[src/rtl/alu_arbiter_if.sv]
// Requester, response and ALU-side signals of the two-port ALU arbiter.
// The slave modport is the arbiter; the master modport is its environment.
interface alu_arbiter_if;
    logic       req0_valid;
    logic [2:0] req0_op;
    logic [7:0] req0_a;
    logic [7:0] req0_b;
    logic       req0_ready;
    logic       rsp0_valid;

    logic       req1_valid;
    logic [2:0] req1_op;
    logic [7:0] req1_a;
    logic [7:0] req1_b;
    logic       req1_ready;
    logic       rsp1_valid;

    logic [7:0] rsp_data;
    logic       rsp_zero;

    logic [7:0] alu_a;
    logic [7:0] alu_b;
    logic [2:0] alu_op;
    logic [7:0] alu_y;

    logic       busy;

    modport slave (
        input  req0_valid, req0_op, req0_a, req0_b,
        input  req1_valid, req1_op, req1_a, req1_b,
        input  alu_y,
        output req0_ready, req1_ready, rsp0_valid, rsp1_valid,
        output rsp_data, rsp_zero, alu_a, alu_b, alu_op, busy
    );

    modport master (
        output req0_valid, req0_op, req0_a, req0_b,
        output req1_valid, req1_op, req1_a, req1_b,
        output alu_y,
        input  req0_ready, req1_ready, rsp0_valid, rsp1_valid,
        input  rsp_data, rsp_zero, alu_a, alu_b, alu_op, busy
    );
endinterface

[src/rtl/alu_arbiter.sv]
// Shares one combinational 8-bit ALU between two requesters: round-robin grant,
// operands held for ALU_LAT cycles, result captured and pulsed back to the owner.
module alu_arbiter #(
    parameter int ALU_LAT = 1
) (
    input  logic          clk,
    input  logic          rst_n,
    alu_arbiter_if.slave  bus
);

    localparam logic [1:0] ST_IDLE  = 2'd0;
    localparam logic [1:0] ST_ISSUE = 2'd1;
    localparam logic [1:0] ST_RESP  = 2'd2;

    localparam logic [3:0] LAST_CNT = 4'(ALU_LAT - 1);

    logic [1:0] state_reg;
    logic       last_grant_reg;
    logic       owner_reg;
    logic [3:0] cnt_reg;
    logic [7:0] alu_a_reg;
    logic [7:0] alu_b_reg;
    logic [2:0] alu_op_reg;
    logic [7:0] rsp_data_reg;
    logic       rsp_zero_reg;

    logic       grant_sel;
    logic       idle;
    logic       handshake;

    assign idle = (state_reg == ST_IDLE);

    // On a tie the pointer hands the grant to whoever did not win last time;
    // a lone requester always wins regardless of the pointer.
    always_comb begin
        grant_sel = 1'b0;
        if (bus.req0_valid && bus.req1_valid) begin
            grant_sel = ~last_grant_reg;
        end else if (bus.req1_valid) begin
            grant_sel = 1'b1;
        end
    end

    assign handshake = idle && (grant_sel ? bus.req1_valid : bus.req0_valid);

    assign bus.req0_ready = rst_n && idle && bus.req0_valid && (grant_sel == 1'b0);
    assign bus.req1_ready = rst_n && idle && bus.req1_valid && (grant_sel == 1'b1);

    assign bus.rsp0_valid = (state_reg == ST_RESP) && (owner_reg == 1'b0);
    assign bus.rsp1_valid = (state_reg == ST_RESP) && (owner_reg == 1'b1);

    assign bus.busy     = !idle;
    assign bus.alu_a    = alu_a_reg;
    assign bus.alu_b    = alu_b_reg;
    assign bus.alu_op   = alu_op_reg;
    assign bus.rsp_data = rsp_data_reg;
    assign bus.rsp_zero = rsp_zero_reg;

    always_ff @(posedge clk or negedge rst_n) begin
        if (!rst_n) begin
            state_reg      <= ST_IDLE;
            last_grant_reg <= 1'b1;
            owner_reg      <= 1'b0;
            cnt_reg        <= 4'd0;
            alu_a_reg      <= 8'h00;
            alu_b_reg      <= 8'h00;
            alu_op_reg     <= 3'b000;
            rsp_data_reg   <= 8'h00;
            rsp_zero_reg   <= 1'b1;
        end else begin
            case (state_reg)
                ST_IDLE: begin
                    if (handshake) begin
                        alu_a_reg      <= grant_sel ? bus.req1_a  : bus.req0_a;
                        alu_b_reg      <= grant_sel ? bus.req1_b  : bus.req0_b;
                        alu_op_reg     <= grant_sel ? bus.req1_op : bus.req0_op;
                        owner_reg      <= grant_sel;
                        last_grant_reg <= grant_sel;
                        cnt_reg        <= 4'd0;
                        state_reg      <= ST_ISSUE;
                    end
                end
                ST_ISSUE: begin
                    // Sample only after the operands have settled for ALU_LAT cycles.
                    if (cnt_reg == LAST_CNT) begin
                        rsp_data_reg <= bus.alu_y;
                        rsp_zero_reg <= (bus.alu_y == 8'h00);
                        state_reg    <= ST_RESP;
                    end
                    cnt_reg <= cnt_reg + 4'd1;
                end
                ST_RESP: begin
                    state_reg <= ST_IDLE;
                end
                default: begin
                    state_reg <= ST_IDLE;
                end
            endcase
        end
    end

endmodule
[src/flat_wrapper.sv]
// flat-port wrapper written by rule: the top's interface ports become plain ports
module alu_arbiter_flat 
#(
    parameter int ALU_LAT = 1
)
  (clk, rst_n, bus_req0_valid, bus_req0_op, bus_req0_a, bus_req0_b, bus_req1_valid, bus_req1_op, bus_req1_a, bus_req1_b, bus_alu_y, bus_req0_ready, bus_req1_ready, bus_rsp0_valid, bus_rsp1_valid, bus_rsp_data, bus_rsp_zero, bus_alu_a, bus_alu_b, bus_alu_op, bus_busy);
  alu_arbiter_if bus_i ();
  input  logic clk;
  input  logic rst_n;
  input wire logic [$bits(bus_i.req0_valid)-1:0] bus_req0_valid;
  input wire logic [$bits(bus_i.req0_op)-1:0] bus_req0_op;
  input wire logic [$bits(bus_i.req0_a)-1:0] bus_req0_a;
  input wire logic [$bits(bus_i.req0_b)-1:0] bus_req0_b;
  input wire logic [$bits(bus_i.req1_valid)-1:0] bus_req1_valid;
  input wire logic [$bits(bus_i.req1_op)-1:0] bus_req1_op;
  input wire logic [$bits(bus_i.req1_a)-1:0] bus_req1_a;
  input wire logic [$bits(bus_i.req1_b)-1:0] bus_req1_b;
  input wire logic [$bits(bus_i.alu_y)-1:0] bus_alu_y;
  output wire logic [$bits(bus_i.req0_ready)-1:0] bus_req0_ready;
  output wire logic [$bits(bus_i.req1_ready)-1:0] bus_req1_ready;
  output wire logic [$bits(bus_i.rsp0_valid)-1:0] bus_rsp0_valid;
  output wire logic [$bits(bus_i.rsp1_valid)-1:0] bus_rsp1_valid;
  output wire logic [$bits(bus_i.rsp_data)-1:0] bus_rsp_data;
  output wire logic [$bits(bus_i.rsp_zero)-1:0] bus_rsp_zero;
  output wire logic [$bits(bus_i.alu_a)-1:0] bus_alu_a;
  output wire logic [$bits(bus_i.alu_b)-1:0] bus_alu_b;
  output wire logic [$bits(bus_i.alu_op)-1:0] bus_alu_op;
  output wire logic [$bits(bus_i.busy)-1:0] bus_busy;
  assign bus_i.req0_valid = bus_req0_valid;
  assign bus_i.req0_op = bus_req0_op;
  assign bus_i.req0_a = bus_req0_a;
  assign bus_i.req0_b = bus_req0_b;
  assign bus_i.req1_valid = bus_req1_valid;
  assign bus_i.req1_op = bus_req1_op;
  assign bus_i.req1_a = bus_req1_a;
  assign bus_i.req1_b = bus_req1_b;
  assign bus_i.alu_y = bus_alu_y;
  assign bus_req0_ready = bus_i.req0_ready;
  assign bus_req1_ready = bus_i.req1_ready;
  assign bus_rsp0_valid = bus_i.rsp0_valid;
  assign bus_rsp1_valid = bus_i.rsp1_valid;
  assign bus_rsp_data = bus_i.rsp_data;
  assign bus_rsp_zero = bus_i.rsp_zero;
  assign bus_alu_a = bus_i.alu_a;
  assign bus_alu_b = bus_i.alu_b;
  assign bus_alu_op = bus_i.alu_op;
  assign bus_busy = bus_i.busy;
  alu_arbiter #(.ALU_LAT(ALU_LAT)) u_core (.clk(clk), .rst_n(rst_n), .bus(bus_i));
endmodule
[config.mk]
export PLATFORM = sky130hd
export DESIGN_NAME = alu_arbiter_flat
export DESIGN_NICKNAME = d
export VERILOG_FILES = /design/src/rtl/alu_arbiter_if.sv /design/src/rtl/alu_arbiter.sv /design/src/flat_wrapper.sv
export SDC_FILE = /design/constraint.sdc
export NUM_CORES = 1
export LEC_CHECK = 0
export CAP_MARGIN = 30
export CORE_ASPECT_RATIO = 1.4
export CORE_MARGIN = 3
export CORE_UTILIZATION = 37
export DETAILED_ROUTE_END_ITERATION = 8
export PLACE_DENSITY = 0.72
export SYNTH_ARGS = -nofsm -noshare
export SYNTH_HDL_FRONTEND = slang
export SYNTH_SLANG_ARGS = --single-unit
[constraint.sdc]
create_clock -name clk -period 1.9 [get_ports clk]
set_input_delay 0.475 -clock clk [delete_from_list [all_inputs] [get_ports clk]]
set_output_delay 0.475 -clock clk [all_outputs]
set_load 0.01 [all_outputs]
==> metrics.cfg <==
[clocking]
post_cts_buffers=0
root_buffer=clkbuf_8
cts_repair_resize_count=14
ctsLongestPathBuffers=2
ctsHtreeMaxLevel=2
path_clk_slew_ns=0.07
insertion_delay_ns=0.28
cts_tree=yes
cts.sinks=36
numCtsBuffers=5
cts_hold_buf=0

[route]
drtIter0Drc=43
routed_wl_mm=4.26
post_drt_wl_per_cell_um=15.3
first_pass_iters=4
drc=0
vias=1332
final_antenna_net_count=0
routed_via_density=4.77

[floorplan]
dieArea_um2=5520
rows=28
io_pins=83
fp.dieW_um=63.7
die-height_um=86.7
core-area_um2=4340
start_util_pct=39.6

[worst_setup_path]
crit_required_ns=1.42
path_buf_inv=1
cp-end-kind=output port
cp_slowest_cell=dfstp_2
critical_path_arrival_ns=1.35
max_stage_delay_ns=0.54
crit_type=reg2out
crit_start=u_core.bus.rsp_zero
timing.rr.start=u_core.last_grant_reg
crit_fanout=2
start_kind=flip-flop
crit_family=flip-flops
crit_chain=clkdlybuf4s50_1

[timing]
setup_ws_ns=0.0761
skew_ns=0.00688
rsz0062_at_grt=no
fin_crit_sh_pct=96.0
max_freq_ghz=0.548
worst_pin_slew_ns=0.446
finalSetupViolCount=0
finalCriticalPeriod_ns=1.82
tns_ns=0
slew-limit-headroom_pct=70.3
hold_ws_ns=0.266
maxSlewViolCount=0
hold_viol_final=0

[yosys]
syn_area_um2=1720
postSynthCellCount=124
ys_ff_latch=36
synth_warnings=0
synth_cell_type_count=27
synth_area_per_cell_um2=13.9
synth_seq_area_share_pct=52.5
synthesis.nets=176

[global_route]
grt_overflow=0
grt_pass1_wl_mm=7.07
grt_pass1_vias=1494
grt_max_degree=37
grt_antenna_before_repair=0
grtUsageTotal_pct=16.4

[power_and_ir_drop]
powerDensity_nw_per_um2=1430
totalPowerFinal_mw=3.92
peakVddDrop_v=0.000767
leakage_nw=1.18

[finish]
layout-drive-gt1-share_pct=33.3
fillerInstances=380
antenna_cells=0
register_area_um2=903
nets=270
stdcell_count=279
fin_util_pct=63.3
layout-area-overhead-vs-synth_pct=59.7
design_area_um2=2750
multi_input_area_um2=771

[min_path]
hp-class=in2async

[placement]
dp.cells=271
dp_slack_ns=-0.442
placed_area_um2=2670
io_buffers=82
gp_congestion=0.692
dp_hpwl_mm=3.40

[run]
cap_violations=0

[run_status]
status=completed

-- where the power goes --
| part | internal, mW | switching [mW] | total [mW] | leakage, nW |
|---|---|---|---|---|
| combinational | 1.25 | 0.769 | 2.01 | 0.699 |
| clock | 0.289 | 0.250 | 0.539 | 0.0510 |
| sequential | 1.15 | 0.218 | 1.37 | 0.426 |
| total | 2.68 | 1.24 | 3.92 | 1.18 |
-- cells in the mapped netlist, drive strengths merged --
cell    instances  area share (%)
a21bo           2             1.5
o31ai           3             1.3
mux2i           2             1.2
o21ai           5             1.5
and2b           1            0.44
nand4           2            0.73
nand2           4             1.0
nor2            4            0.87
buf             4             2.2
and3b           1            0.51
and4            1            0.51
nor3b           2            0.87
o211ai          1            0.44
mux2           46              31
nand2b          1            0.36
nor4            2            0.73
o22ai           1            0.36
inv             4            0.87
ha              2             1.5
dfstp           2             3.1
dfrtp          34              49
-- cells by family after synthesis --
kind of cell | Yosys count | share of synthesized area, %
mux | 48 | 31.9
flops | 36 | 52.5
simple gates | 18 | 6.03
compound gates | 12 | 5.09
buf+inv | 8 | 3.05
fa+ha+maj | 2 | 1.45
-- placed cells by master, fill, tap and decap left out, drive strengths merged, types with 3 or more instances in the layout --
cell type | netlist | layout
buf | 4 | 12
clkbuf | 0 | 6
clkdlybuf4s50 | 0 | 74
dfrtp | 34 | 34
dlygate4sd2 | 0 | 5
inv | 4 | 4
mux2 | 46 | 46
nand2 | 4 | 4
nor2 | 4 | 4
o21ai | 5 | 5
o31ai | 3 | 3
-- routing by layer --
layer / global-route usage (%) / part of all wire, % / vias to the layer above
li1: - / - / 635
met1: 17.1 / 35 / 643
met2: 30.7 / 58 / 50
met3: 5.58 / 6.9 / 4
met4: 4.72 / 0.84 / 0
met5: 0 / 0 / -
-- final cells by class --
type                       count  share of cell area, %
sequential                    36                   32.9
inverter                       4                  0.546
clock buffer                   6                   3.00
multi-input combinational     80                   28.0
tap                           60                   2.73
clock inverter                 2                  0.364
timing repair buffer          91                   32.5
-- worst paths after layout --
kind / endpoint / slack (ns) / depth (start not counted)
setup / recovery: bus_rsp_zero / 0.08 / 1
hold reg to reg: u_core.cnt_reg[3] / 0.49 / 1
hold / removal: u_core.state_reg[1] / 0.27 / 2
setup reg to reg: u_core.bus.alu_op[2] / 0.20 / 4
max in group asynchronous: u_core.bus.rsp_zero / 1.29 / 2
min in group clk: u_core.cnt_reg[3] / 0.49 / 1
Power figures use the tool's default switching activity.
